`config.mk`:
```
export PLATFORM = sky130hd
export DESIGN_NAME = dmem_arbiter_flat
export DESIGN_NICKNAME = d
export VERILOG_FILES = /design/src/rtl/dmem_arb_pkg.sv /design/src/rtl/dmem_arbiter_if.sv /design/src/rtl/dmem_arbiter_pick.sv /design/src/rtl/dmem_arbiter.sv /design/src/flat_wrapper.sv
export SDC_FILE = /design/constraint.sdc
export NUM_CORES = 1
export LEC_CHECK = 0
export BUFFER_PORTS_ARGS = -buffer_cell sky130_fd_sc_hd__buf_4
export CORE_MARGIN = 3
export CORE_UTILIZATION = 35
export CTS_CLUSTER_SIZE = 8
export DETAILED_ROUTE_END_ITERATION = 10
export PLACE_DENSITY_LB_ADDON = 0.05
export SLEW_MARGIN = 20
export SYNTH_ARGS = -nofsm -noshare
export SYNTH_HDL_FRONTEND = slang
export SYNTH_SLANG_ARGS = --single-unit
export TNS_END_PERCENT = 100
```
`constraint.sdc`:
```
create_clock -name clock -period 1.6 [get_ports clock]
set_clock_uncertainty 0.05 [all_clocks]
set_input_delay 0 -clock clock [delete_from_list [all_inputs] [get_ports clock]]
set_output_delay 0 -clock clock [all_outputs]
set_load 0.02 [all_outputs]
```
`src/rtl/dmem_arb_pkg.sv`:
```
// Shared types and constants for the data-memory arbiter.
// State encoding, port indices and default lock budget.
package dmem_arb_pkg;

  typedef enum logic [1:0] {
    IDLE = 2'd0,
    CMD  = 2'd1,
    DATA = 2'd2
  } state_t;

  localparam logic PORT_CPU = 1'b0;
  localparam logic PORT_LD  = 1'b1;

  localparam int LOCK_MAX_DEF = 4;
  localparam int ADDR_W_DEF   = 10;

  function automatic logic other_port(input logic p);
    return ~p;
  endfunction

endpackage

```
`src/rtl/dmem_arbiter_if.sv`:
```
// Two requester ports plus the shared synchronous memory bus.
// slave faces the arbiter, master faces requesters and memory.
interface dmem_arbiter_if #(
  parameter int ADDR_W = 10
);

  logic              req0;
  logic              req1;
  logic              we0;
  logic              we1;
  logic              lock0;
  logic              lock1;
  logic [31:0]       addr0;
  logic [31:0]       addr1;
  logic [31:0]       wdata0;
  logic [31:0]       wdata1;
  logic              gnt0;
  logic              gnt1;
  logic              done0;
  logic              done1;
  logic [31:0]       rdata0;
  logic [31:0]       rdata1;
  logic              mem_en;
  logic              mem_we;
  logic [ADDR_W-1:0] mem_addr;
  logic [31:0]       mem_wdata;
  logic [31:0]       mem_rdata;

  modport slave (
    input  req0, req1, we0, we1,
    input  lock0, lock1,
    input  addr0, addr1,
    input  wdata0, wdata1,
    input  mem_rdata,
    output gnt0, gnt1,
    output done0, done1,
    output rdata0, rdata1,
    output mem_en, mem_we,
    output mem_addr, mem_wdata
  );

  modport master (
    output req0, req1, we0, we1,
    output lock0, lock1,
    output addr0, addr1,
    output wdata0, wdata1,
    output mem_rdata,
    input  gnt0, gnt1,
    input  done0, done1,
    input  rdata0, rdata1,
    input  mem_en, mem_we,
    input  mem_addr, mem_wdata
  );

endinterface

```
`src/rtl/dmem_arbiter_pick.sv`:
```
// Two-way picker: lone requester wins, else an eligible
// locked owner, else the port named by prio.
module rr_pick2 (
  input  logic [1:0] req,
  input  logic       prio,
  input  logic       owner,
  input  logic       own_ok,
  output logic [1:0] gnt
);

  logic win;

  assign win = own_ok ? owner : prio;

  // one-hot grant from the request pattern
  always_comb begin
    gnt = 2'b00;
    unique case (1'b1)
      (req == 2'b11): gnt[win] = 1'b1;
      (req == 2'b01): gnt = 2'b01;
      (req == 2'b10): gnt = 2'b10;
      default:        gnt = 2'b00;
    endcase
  end

endmodule

```
`src/rtl/dmem_arbiter.sv`:
```
// Two-port arbiter in front of a synchronous data memory.
// One access per IDLE->CMD->DATA pass, with lock-limited ownership.
module dmem_arbiter
  import dmem_arb_pkg::*;
#(
  parameter int ADDR_W   = ADDR_W_DEF,
  parameter int LOCK_MAX = LOCK_MAX_DEF
) (
  input logic      clock,
  input logic      resetn,
  dmem_arbiter_if.slave bus
);

  localparam int CNT_W = $clog2(LOCK_MAX + 1);
  localparam logic [CNT_W-1:0] CNT_MAX = CNT_W'(LOCK_MAX);
  localparam logic [CNT_W-1:0] CNT_ONE = CNT_W'(1);

  state_t           state;
  state_t           state_n;
  logic             prio;
  logic             owner;
  logic             cur;
  logic             rd;
  logic [CNT_W-1:0] lock_cnt;
  logic [1:0]       req;
  logic [1:0]       pick;
  logic             own_ok;
  logic             grant;
  logic             win;
  logic             serve_rd;
  logic [31:0]      rd0_q;
  logic [31:0]      rd1_q;
  logic             unused_addr;

  assign unused_addr = ^{bus.addr0[31:ADDR_W+2],
                         bus.addr0[1:0],
                         bus.addr1[31:ADDR_W+2],
                         bus.addr1[1:0]};

  assign req = {bus.req1, bus.req0}
             & {2{(state == IDLE) & resetn}};

  assign own_ok = (owner ? bus.lock1 : bus.lock0)
                & (lock_cnt < CNT_MAX);

  rr_pick2 u_pick (
    .req    (req),
    .prio   (prio),
    .owner  (owner),
    .own_ok (own_ok),
    .gnt    (pick)
  );

  assign grant    = |pick;
  assign win      = pick[1];
  assign bus.gnt0 = pick[0];
  assign bus.gnt1 = pick[1];

  // next-state: one pass through CMD and DATA per grant
  always_comb begin
    state_n = state;
    unique case (state)
      IDLE:    state_n = grant ? CMD : IDLE;
      CMD:     state_n = DATA;
      DATA:    state_n = IDLE;
      default: state_n = IDLE;
    endcase
  end

  // state register
  always_ff @(posedge clock or negedge resetn) begin
    if (!resetn) state <= IDLE;
    else         state <= state_n;
  end

  // arbitration history: owner, prio, lock run length
  always_ff @(posedge clock or negedge resetn) begin
    if (!resetn) begin
      prio     <= PORT_CPU;
      owner    <= PORT_CPU;
      cur      <= PORT_CPU;
      rd       <= 1'b0;
      lock_cnt <= '0;
    end else if (grant) begin
      owner <= win;
      prio  <= other_port(win);
      cur   <= win;
      rd    <= ~(win ? bus.we1 : bus.we0);
      if (win != owner)
        lock_cnt <= CNT_ONE;
      else if (lock_cnt != CNT_MAX)
        lock_cnt <= lock_cnt + CNT_ONE;
    end
  end

  // memory command latched from the winner at grant
  always_ff @(posedge clock or negedge resetn) begin
    if (!resetn) begin
      bus.mem_en    <= 1'b0;
      bus.mem_we    <= 1'b0;
      bus.mem_addr  <= '0;
      bus.mem_wdata <= '0;
    end else begin
      bus.mem_en <= grant;
      bus.mem_we <= 1'b0;
      if (grant) begin
        bus.mem_we    <= win ? bus.we1 : bus.we0;
        bus.mem_addr  <= win ? bus.addr1[ADDR_W+1:2]
                             : bus.addr0[ADDR_W+1:2];
        bus.mem_wdata <= win ? bus.wdata1 : bus.wdata0;
      end
    end
  end

  assign serve_rd = (state == DATA) & rd;

  // keep each port's last read word once DATA ends
  always_ff @(posedge clock or negedge resetn) begin
    if (!resetn) begin
      rd0_q <= '0;
      rd1_q <= '0;
    end else if (serve_rd) begin
      if (cur) rd1_q <= bus.mem_rdata;
      else     rd0_q <= bus.mem_rdata;
    end
  end

  assign bus.done0  = (state == DATA) & ~cur;
  assign bus.done1  = (state == DATA) & cur;
  assign bus.rdata0 = (serve_rd & ~cur) ? bus.mem_rdata
                                         : rd0_q;
  assign bus.rdata1 = (serve_rd & cur) ? bus.mem_rdata
                                        : rd1_q;

endmodule

```
`src/flat_wrapper.sv`:
```
// flat-port wrapper written by rule: the top's interface ports become plain ports
module dmem_arbiter_flat import dmem_arb_pkg::*;
#(
  parameter int ADDR_W   = ADDR_W_DEF,
  parameter int LOCK_MAX = LOCK_MAX_DEF
)
  (clock, resetn, bus_req0, bus_req1, bus_we0, bus_we1, bus_lock0, bus_lock1, bus_addr0, bus_addr1, bus_wdata0, bus_wdata1, bus_mem_rdata, bus_gnt0, bus_gnt1, bus_done0, bus_done1, bus_rdata0, bus_rdata1, bus_mem_en, bus_mem_we, bus_mem_addr, bus_mem_wdata);
  dmem_arbiter_if #(.ADDR_W(ADDR_W)) bus_i ();
  input logic clock;
  input logic resetn;
  input wire logic [$bits(bus_i.req0)-1:0] bus_req0;
  input wire logic [$bits(bus_i.req1)-1:0] bus_req1;
  input wire logic [$bits(bus_i.we0)-1:0] bus_we0;
  input wire logic [$bits(bus_i.we1)-1:0] bus_we1;
  input wire logic [$bits(bus_i.lock0)-1:0] bus_lock0;
  input wire logic [$bits(bus_i.lock1)-1:0] bus_lock1;
  input wire logic [$bits(bus_i.addr0)-1:0] bus_addr0;
  input wire logic [$bits(bus_i.addr1)-1:0] bus_addr1;
  input wire logic [$bits(bus_i.wdata0)-1:0] bus_wdata0;
  input wire logic [$bits(bus_i.wdata1)-1:0] bus_wdata1;
  input wire logic [$bits(bus_i.mem_rdata)-1:0] bus_mem_rdata;
  output wire logic [$bits(bus_i.gnt0)-1:0] bus_gnt0;
  output wire logic [$bits(bus_i.gnt1)-1:0] bus_gnt1;
  output wire logic [$bits(bus_i.done0)-1:0] bus_done0;
  output wire logic [$bits(bus_i.done1)-1:0] bus_done1;
  output wire logic [$bits(bus_i.rdata0)-1:0] bus_rdata0;
  output wire logic [$bits(bus_i.rdata1)-1:0] bus_rdata1;
  output wire logic [$bits(bus_i.mem_en)-1:0] bus_mem_en;
  output wire logic [$bits(bus_i.mem_we)-1:0] bus_mem_we;
  output wire logic [$bits(bus_i.mem_addr)-1:0] bus_mem_addr;
  output wire logic [$bits(bus_i.mem_wdata)-1:0] bus_mem_wdata;
  assign bus_i.req0 = bus_req0;
  assign bus_i.req1 = bus_req1;
  assign bus_i.we0 = bus_we0;
  assign bus_i.we1 = bus_we1;
  assign bus_i.lock0 = bus_lock0;
  assign bus_i.lock1 = bus_lock1;
  assign bus_i.addr0 = bus_addr0;
  assign bus_i.addr1 = bus_addr1;
  assign bus_i.wdata0 = bus_wdata0;
  assign bus_i.wdata1 = bus_wdata1;
  assign bus_i.mem_rdata = bus_mem_rdata;
  assign bus_gnt0 = bus_i.gnt0;
  assign bus_gnt1 = bus_i.gnt1;
  assign bus_done0 = bus_i.done0;
  assign bus_done1 = bus_i.done1;
  assign bus_rdata0 = bus_i.rdata0;
  assign bus_rdata1 = bus_i.rdata1;
  assign bus_mem_en = bus_i.mem_en;
  assign bus_mem_we = bus_i.mem_we;
  assign bus_mem_addr = bus_i.mem_addr;
  assign bus_mem_wdata = bus_i.mem_wdata;
  dmem_arbiter #(.ADDR_W(ADDR_W), .LOCK_MAX(LOCK_MAX)) u_core (.clock(clock), .resetn(resetn), .bus(bus_i));
endmodule
```
==> flow_summary.json, run 1 <==
{
  "first_global_vias": 4983,
  "hold_viol": 0,
  "initial_utilization_pct": 36.80,
  "ff_latch_area_um2": 2905,
  "first_iter_violations": 229,
  "areaGrowthSynthToFinish_pct": 109.5,
  "leakagePower_nw": 4.974,
  "rsz0062_at_grt": "yes",
  "worstSetupEndpointType": "primary output",
  "syn_area_per_cell_um2": 14.42,
  "slew_viol_final": 0,
  "vdd_drop_max_uv": 790.9,
  "coreArea_um2": 12930,
  "drtAntennaViolNets": 0,
  "yosysTopAreaCell": "dfrtp_1",
  "hp-class": "input pin to flip-flop",
  "remaining_drc_errors": 0,
  "synth_nets": 500,
  "critPathSlowestCell": "dfrtp_2",
  "h-tree-depth": 4,
  "r2r-start": "u_core.state[0]",
  "drt-total-wl_um": 18630,
  "violations": "setup timing",
  "layout_setup_ws_ns": -0.4571,
  "fmax_ghz": 0.4861,
  "r2r_cells": 8,
  "nFillCells": 782,
  "diodes": 0,
  "cts_root_buf": "clkbuf_16",
  "layout_min_cycle_time_ns": 2.057,
  "synth_common_cells": "116 x dfrtp_1, 60 x mux2_2, 43 x a21o_1",
  "power.density_nw_per_um2": 1678,
  "grt_use_total_pct": 23.61,
  "critPathLaunch": "u_core.state[0]",
  "yosys_warnings": 0,
  "via_per_inst": 4.907,
  "grt_first_pass_wirelength_um": 26800,
  "post-route-util_pct": 77.10,
  "drv_cap": 0,
  "multiInputGateArea_um2": 1898,
  "setup_viol": 129,
  "cp.required_ns": 1.55,
  "slowest_delay_ns": 0.44,
  "numClockSinks": 116,
  "ys_ff_latch": 116,
  "cts_tree": "yes",
  "drt_first_pass_iters": 4,
  "grt-ovfl-total": 0,
  "crit_chain": "nor3b_4 -> and2_4 -> buf_6 -> clkbuf_16 -> mux2_4 -> buf_6",
  "synth_top_area_share_pct": 61.02,
  "r2r_slack_ns": -0.38,
  "slew_headroom_pct": 63.20,
  "clock_path_buffers": 2,
  "synth.distinct_cells": 33,
  "synth-main-ff-cell": "dfrtp_1",
  "tns_ns": -44.28,
  "whs_ns": 0.07586,
  "drive_above_1_share_pct": 55.66,
  "worst_slew_pin_slew_ns": 0.5502,
  "start_kind": "flip-flop",
  "crit_arrival_ns": 2.01,
  "regToRegEndpoint": "u_core.bus.mem_addr[6]",
  "synthMostInstantiatedCell": "dfrtp_1",
  "crit_end": "bus_rdata0[24]",
  "io_pins": 280,
  "die_w_um": 122.6,
  "syn_area_um2": 4757,
  "postSynthCellCount": 330,
  "critPathTopFamily": "flip-flops",
  "die_h_um": 122.6,
  "critical_path_class": "flip-flop to primary output",
  "synth_edf_count": 0,
  "antenna_found_initial": 0,
  "final.period_utilization_pct": 128.6,
  "clk_pin_slew_ns": 0.05,
  "cp_max_fo": 5,
  "vias": 4662,
  "clock_latency_ns": 0.41,
  "dieArea_um2": 15030,
  "nNetsFinal": 935,
  "async_reset_ff_share_pct": 100.0,
  "outcome": "finished with violations",
  "post-dp-hpwl_um": 9892,
  "crit_top_cell": "buf_6",
  "rows": 41,
  "synthTopCellsByArea": "dfrtp_1 61%, mux2_2 14%, a22o_1 7.7%",
  "portBuffers": 235,
  "wl_per_cell_um": 19.61,
  "cp_num_buf_inv": 3,
  "pre_cts_ws_ns": -0.1225,
  "place_congestion": 0.7699,
  "crit_cells": 6,
  "synth_seq_area_share_pct": 61.02,
  "grt_max_degree": 44,
  "numCtsBuffers": 17
}
state kept, by name, indices dropped and copies added (netlist names):
register	flops
u_core.prio	1
u_core.bus.mem_en	1
u_core.rd	1
u_core.bus.mem_addr	10
u_core.bus.mem_we	1
u_core.bus.mem_wdata	32
u_core.lock_cnt	3
u_core.rd0_q	32
u_core.owner	1
u_core.rd1_q	32
u_core.state	2
placed cells by master (no fill, tap or decap), drive strengths merged, types with 3 or more instances in the layout:
cell type,Yosys,layout
buf,19,311
dlygate4sd3,0,120
dfrtp,116,116
mux2,65,65
a21o,43,43
a22o,42,42
clkbuf,2,30
inv,6,6
nand2,6,6
bufinv,0,5
o21ai,5,5
nor2,4,4
nor3b,3,3
a21oi,3,3
area by class of cell:
class	instances	share of cell area, %
well taps	172	2.159
flip-flops and latches	116	29.15
multi-input cells	187	19.04
clock inverters	8	1.682
repair buffers	437	42.56
clock buffers	24	5.134
inverters	6	0.2762
metal layers:
metal	up-vias	wire [um]	track usage (%)
li1	2090	-	-
met1	2292	6974	27.82
met2	241	9527	38.82
met3	39	1578	8.203
met4	0	545	10.92
met5	-	0	0
power by group:
part           switching (mW)  total, mW  internal [mW]
Combinational            3.58       7.77           4.19
Sequential              0.511       4.64           4.13
Clock                    1.31       4.32           3.01
tightest hold or removal path, stage by stage:
cell and delay, ns:
buf_4 0.13, o21ai_0 0.09, nand4_1 0.12, o21ai_2 0.10, nor3_1 0.06
through the flow:
step                      cell area (um^2)  std cells  total power, mW
after CTS                             9533        925            16.20
final                                 9967        950            16.72
after floorplan                       4930        330            8.171
after detailed placement              6984        741            10.89
after global routing                  9967        950            17.47
after global placement                6984        741            10.80
cells by family after synthesis:
family,share of synthesized area (%)
AO/OA/AOI/OAI,16.31
adder cells (fa/ha/maj),0.5260
buffers and inverters,3.524
flip-flops,61.02
multiplexers,15.60
AND/OR/NAND/NOR,3.025
how the worst min path moves through the flow:
stage | from | end | slack, ns | depth (start not counted)
2_1_floorplan | resetn | u_core.bus.mem_addr[0] | -0.35 | 0
3_3_place_gp | resetn | u_core.owner | -0.20 | 1
3_5_place_dp | resetn | u_core.owner | -0.20 | 1
4_1_cts | bus_req0 | u_core.prio | 0.06 | 4
5_1_grt | bus_req0 | u_core.lock_cnt[2] | 0.08 | 5
6_report | bus_req0 | u_core.lock_cnt[2] | 0.08 | 5
repair_timing:
item / in CTS / in global routing
hold endpoints to repair: 159 / 0
gates cloned: 9 / 7
resized for setup: 63 / 37
hold buffers: 120 / 0
endpoints found under the setup margin: 113 / 233
pin swaps: 14 / 14
setup buffers: 23 / 19
(Power assumes the default switching activity.)
==> run 2: changes to the inputs <==
- SYNTH_HIERARCHICAL: not set -> 1
==> flow_summary.json, run 2 <==
{
  "leakagePower_nw": 5.108,
  "grt_first_pass_wirelength_um": 26490,
  "cts_tree": "yes",
  "synth-main-ff-cell": "dfrtp_1",
  "hold_viol": 0,
  "cp_max_fo": 5,
  "crit_arrival_ns": 2.05,
  "portBuffers": 235,
  "drtAntennaViolNets": 0,
  "place_congestion": 0.7478,
  "final.period_utilization_pct": 131.4,
  "first_global_vias": 5223,
  "drive_above_1_share_pct": 55.10,
  "worstSetupEndpointType": "primary output",
  "coreArea_um2": 14810,
  "syn_area_um2": 5411,
  "r2r_slack_ns": -0.46,
  "critical_path_class": "flip-flop to primary output",
  "postSynthCellCount": 413,
  "die_h_um": 130.3,
  "top_regs": "u_core/bus.mem_wdata x32, u_core/rd0_q x32, u_core/rd1_q x32",
  "synth_top_area_share_pct": 53.64,
  "rsz0062_at_grt": "yes",
  "async_reset_ff_share_pct": 100.0,
  "drt_first_pass_iters": 4,
  "cts_root_buf": "clkbuf_16",
  "synth_common_cells": "116 x dfrtp_1, 56 x mux2_2, 47 x nand2_1",
  "wl_per_cell_um": 17.84,
  "die_w_um": 130.3,
  "numClockSinks": 116,
  "layout_common_cells": "184 x buf_4, 119 x dlygate4sd3_1, 116 x dfrtp_1",
  "r2r_cells": 8,
  "vias": 4965,
  "initial_utilization_pct": 36.54,
  "grt_use_total_pct": 19.91,
  "power.density_nw_per_um2": 1908,
  "slew_viol_final": 0,
  "h-tree-depth": 4,
  "tns_ns": -50.46,
  "numCtsBuffers": 17,
  "synthTopCellsByArea": "dfrtp_1 54%, mux2_2 12%, mux2_4 11%",
  "antenna_found_initial": 0,
  "start_kind": "flip-flop",
  "setup_viol": 148,
  "whs_ns": 0.1919,
  "hp-class": "input pin to async pin",
  "layout_min_cycle_time_ns": 2.102,
  "yosys_warnings": 6,
  "synth.distinct_cells": 32,
  "dieArea_um2": 16990,
  "yosysTopAreaCell": "dfrtp_1",
  "areaGrowthSynthToFinish_pct": 98.89,
  "synth_seq_area_share_pct": 53.64,
  "via_per_inst": 4.788,
  "grt-ovfl-total": 0,
  "vdd_drop_max_uv": 929.2,
  "fmax_ghz": 0.4757,
  "worst_slew_pin_slew_ns": 0.5757,
  "synth_nets": 583,
  "drv_cap": 0,
  "slew_headroom_pct": 61.62,
  "clock_path_buffers": 2,
  "cp.required_ns": 1.55,
  "synth_edf_count": 0,
  "violations": "setup timing",
  "remaining_drc_errors": 0,
  "syn_area_per_cell_um2": 13.10,
  "regToRegEndpoint": "u_core/bus.mem_wdata[22]",
  "outcome": "finished with violations",
  "rows": 44,
  "diodes": 0,
  "grt_max_degree": 105,
  "clk_pin_slew_ns": 0.05,
  "mostFrequentLayoutCell": "buf_4",
  "ys_ff_latch": 116,
  "nNetsFinal": 1010,
  "post-dp-hpwl_um": 9995,
  "drt-total-wl_um": 18500,
  "io_pins": 280,
  "layout_setup_ws_ns": -0.5024,
  "r2r-start": "u_core/cur",
  "clock_latency_ns": 0.40,
  "first_iter_violations": 239,
  "synthMostInstantiatedCell": "dfrtp_1"
}
## run 2: critical path, stage by stage (launching register included)
cell	delay [ns]
dfrtp_1	0.41
buf_6	0.14
and4bb_4	0.37
buf_6	0.15
buf_12	0.12
mux2_4	0.32
buf_6	0.14
## run 2: layer usage
metal | GRT usage, % | vias to the layer above | wire [um]
li1 | - | 2305 | -
met1 | 23.67 | 2449 | 7205
met2 | 35.24 | 189 | 9967
met3 | 5.035 | 22 | 1066
met4 | 6.473 | 0 | 263
met5 | 0 | - | 0
## run 2: how the worst max path moves through the flow
| stage | cells after the start | endpoint | slack [ns] | from |
|---|---|---|---|---|
| floorplan | 9 | u_core/bus.mem_addr[3] | -0.46 | u_core/cur |
| global placement | 7 | u_core/bus.mem_wdata[17] | -0.30 | u_core/cur |
| detailed placement | 7 | u_core/bus.mem_wdata[29] | -0.39 | u_core/cur |
| CTS | 6 | bus_gnt1 | -0.51 | u_core/cur |
| global route | 6 | bus_rdata0[17] | -0.56 | u_core/cur |
| finish | 6 | bus_rdata0[17] | -0.50 | u_core/cur |
## run 2: repair_timing
item | CTS | global route
gates resized for setup | 147 | 97
setup endpoints to repair | 149 | 165
hold buffers | 119 | 0
cloned | 9 | 10
setup buffers | 27 | 26
pin swaps | 10 | 12
endpoints found under the hold margin | 224 | 0
## run 2: area by class of cell
class | instances | area, um^2
Inverter | 5 | 18.77
Timing Repair Buffer | 435 | 4410
Clock inverter | 13 | 158.9
Tap cell | 184 | 230.2
Multi-Input combinational cell | 265 | 2599
Clock buffer | 19 | 442.9
Fill cell | 952 | 4046
Sequential cell | 116 | 2903
## run 2: cells by family (layout without fill, tap and decap cells)
family | after synthesis | count (layout) | share of synthesized area [%]
AOI/OAI and AO/OA | 53 | 53 | 5.249
adders and majority gates | 2 | 2 | 0.4624
buffers and inverters | 32 | 472 | 3.584
DFF | 116 | 116 | 53.64
muxes | 141 | 141 | 31.17
and+or+nand+nor | 69 | 69 | 5.896
## run 2: metrics by stage
step                worst slack [ns]  std cells  total power, mW  utilization [%]  instance area, um^2
floorplan                    -0.4640        413            10.28                -                 5508
global placement             -0.3031        827            13.53            50.84                 7528
detailed placement           -0.3916        827            13.71            50.84                 7528
CTS                          -0.5109       1014            19.54            69.25                10260
global route                 -0.5601       1037            21.54            72.68                10760
finish                       -0.5024       1037            20.53            72.68                10760
## run 2: power breakdown
group	internal, mW	leakage [nW]	switching, mW
registers	4.39	1.40	0.748
logic	6.50	3.43	5.07
clock network	2.48	0.277	1.35
total	13.4	5.11	7.16
==> run 3: changes to the inputs <==
- ABC_AREA: not set -> 1
==> flow_summary.json, run 3 <==
{
  "outcome": "finished with violations",
  "violations": "setup timing",
  "worstSetupEndpointType": "flip-flop",
  "drt_first_pass_iters": 4,
  "grt_first_pass_wirelength_um": 27950,
  "drtAntennaViolNets": 0,
  "tns_ns": -23.87,
  "first_iter_violations": 173,
  "drive_above_1_share_pct": 54.02,
  "synthTopCellsByArea": "dfrtp_1 53%, nand2_1 13%, o21ai_2 10%",
  "grt_use_met1_pct": 22.33,
  "setup_viol": 114,
  "pre_cts_ws_ns": -0.1585,
  "synth_seq_area_share_pct": 53.17,
  "cts_root_buf": "clkbuf_16",
  "drv_cap": 0,
  "p_int_mw": 12.71,
  "p_sw_share_pct": 40.77,
  "synth_nets": 745,
  "slew_headroom_pct": 57.45,
  "ys_ff_latch": 116,
  "postSynthCellCount": 575,
  "leakagePower_nw": 5.280,
  "final.period_utilization_pct": 120.8,
  "nNetsFinal": 1141,
  "crit_arrival_ns": 2.22,
  "die_h_um": 130.9,
  "top_regs": "u_core/bus.mem_wdata x32, u_core/rd0_q x32, u_core/rd1_q x32",
  "antenna_found_initial": 2,
  "numCtsBuffers": 17,
  "yosysTopAreaCell": "dfrtp_1",
  "via_per_inst": 4.644,
  "cts_tree": "yes",
  "synth.distinct_cells": 22,
  "io_pins": 280,
  "top_usage_layer": "met2",
  "async_reset_ff_share_pct": 100.0,
  "start_kind": "flip-flop",
  "synth-main-ff-cell": "dfrtp_1",
  "whs_ns": 0.2772,
  "vias": 5549,
  "pwr-share-clk_pct": 18.1,
  "die_w_um": 130.9,
  "layout_common_cells": "213 x buf_4, 136 x nand2_1, 119 x dlygate4sd3_1",
  "portBuffers": 235,
  "layout_min_cycle_time_ns": 1.933,
  "fmax_ghz": 0.5174,
  "hp-class": "input pin to flip-flop",
  "layout_setup_ws_ns": -0.3328,
  "hold_viol": 0,
  "nFillCells": 1064,
  "multiInputGateArea_um2": 2729,
  "slew_viol_final": 0,
  "finalPower_mw": 21.45,
  "synth_edf_count": 0,
  "worst_slew_pin_slew_ns": 0.6383,
  "wl_per_cell_um": 15.83,
  "place_congestion": 0.7986,
  "rsz0062_at_grt": "yes",
  "syn_area_per_cell_um2": 9.494,
  "seqPwrFrac_pct": 24.8,
  "synth_top_area_share_pct": 53.17,
  "remaining_drc_errors": 0,
  "initial_utilization_pct": 35.78,
  "met2_usage_pct": 38.16,
  "ff_latch_area_um2": 2905,
  "dieArea_um2": 17130,
  "clk_pin_slew_ns": 0.06,
  "post-dp-hpwl_um": 10670,
  "use_met3_pct": 6.707,
  "clock_latency_ns": 0.40,
  "cp.required_ns": 1.89,
  "drt-total-wl_um": 18920,
  "vdd_drop_max_uv": 1171,
  "grt_max_degree": 117,
  "fin_area_um2": 10530,
  "critical_path_class": "flip-flop to flip-flop",
  "syn_area_um2": 5459,
  "numClockSinks": 116,
  "switching_power_mw": 8.744,
  "synthMostInstantiatedCell": "nand2_1",
  "rows": 45,
  "cp_max_fo": 7,
  "synth_common_cells": "184 x nand2_1, 116 x dfrtp_1, 64 x o21ai_2",
  "first_global_vias": 5775,
  "grt-ovfl-total": 0,
  "yosys_warnings": 6,
  "coreArea_um2": 15260,
  "mostFrequentLayoutCell": "buf_4",
  "areaGrowthSynthToFinish_pct": 92.89,
  "h-tree-depth": 4,
  "clock_path_buffers": 2,
  "pwr-share-comb_pct": 57.1,
  "power.density_nw_per_um2": 2037,
  "place_area_um2": 7510,
  "grt_use_total_pct": 21.05
}
[run 3: what timing repair did]
action                                  in CTS  in global routing
buffers inserted                            18                  6
gates resized for setup                    147                 75
cloned                                       7                  1
hold endpoints to repair                   224                  0
endpoints found under the setup margin     114                117
pin swaps                                   16                 21
hold buffers                               119                  0
[run 3: per-layer routing]
layer,wire length (um),part of all wire [%]
met1,6976,37
met2,10300,54
met3,1201,6.3
met4,441,2.3
met5,0,0
[run 3: per-stage QoR]
step,utilization [%],cells
floorplan,-,575
global route,69.01,1195
finish,69.01,1195
detailed placement,49.22,1015
global placement,49.22,1015
CTS,66.71,1189
[run 3: kinds of logic (layout without fill, tap and decap cells)]
family | count (synthesis) | after routing | share of synthesized area [%]
adders and majority gates | 2 | 2 | 0.4583
AOI/OAI and AO/OA | 98 | 98 | 13.39
other | 0 | 1 | 0
DFF | 116 | 116 | 53.17
buffers and inverters | 77 | 485 | 8.160
and+or+nand+nor | 282 | 282 | 24.82
[run 3: power groups by stage]
stage          Sequential, mW  Combinational [mW]  Clock (mW)
6_report                 5.32                12.3        3.88
3_3_place_gp             5.17                9.21           0
3_5_place_dp             5.19                9.37           0
5_1_grt                  5.45                13.1        4.09
2_1_floorplan            5.84                5.00           0
4_1_cts                  5.20                11.5        3.98
[run 3: path summary, 6_finish.rpt]
check | startpoint | to | slack [ns] | cells past startpoint
setup / recovery | u_core/cur | u_core/bus.mem_addr[5] | -0.33 | 14
min in group asynchronous | resetn | u_core/rd1_q[27] | 0.31 | 3
hold / removal | bus_req1 | u_core/cur | 0.28 | 8
max in group asynchronous | resetn | u_core/cur | 0.69 | 3
hold reg to reg | u_core/rd0_q[4] | u_core/rd0_q[4] | 0.42 | 2
setup reg to reg | u_core/cur | u_core/bus.mem_addr[5] | -0.33 | 14
[run 3: critical path: stages, from the launching register on]
cell and delay (ns):
dfrtp_2 0.43, inv_2 0.07, nor2_1 0.03, nor2_1 0.12, inv_1 0.07, nand2_2 0.08
nand2_2 0.06, nand2_2 0.08, nand2_4 0.08, buf_6 0.13, nor2_4 0.18, buf_6 0.17
buf_16 0.15, nand2_2 0.06, nand3_1 0.08
[run 3: layout make-up]
class	instances	share of cell area, %
repair buffers	406	36.55
flip-flops and latches	116	27.59
inverters	48	1.711
diodes	1	0.02376
well taps	211	2.507
clock buffers	21	4.468
clock inverters	10	1.236
multi-input cells	382	25.91
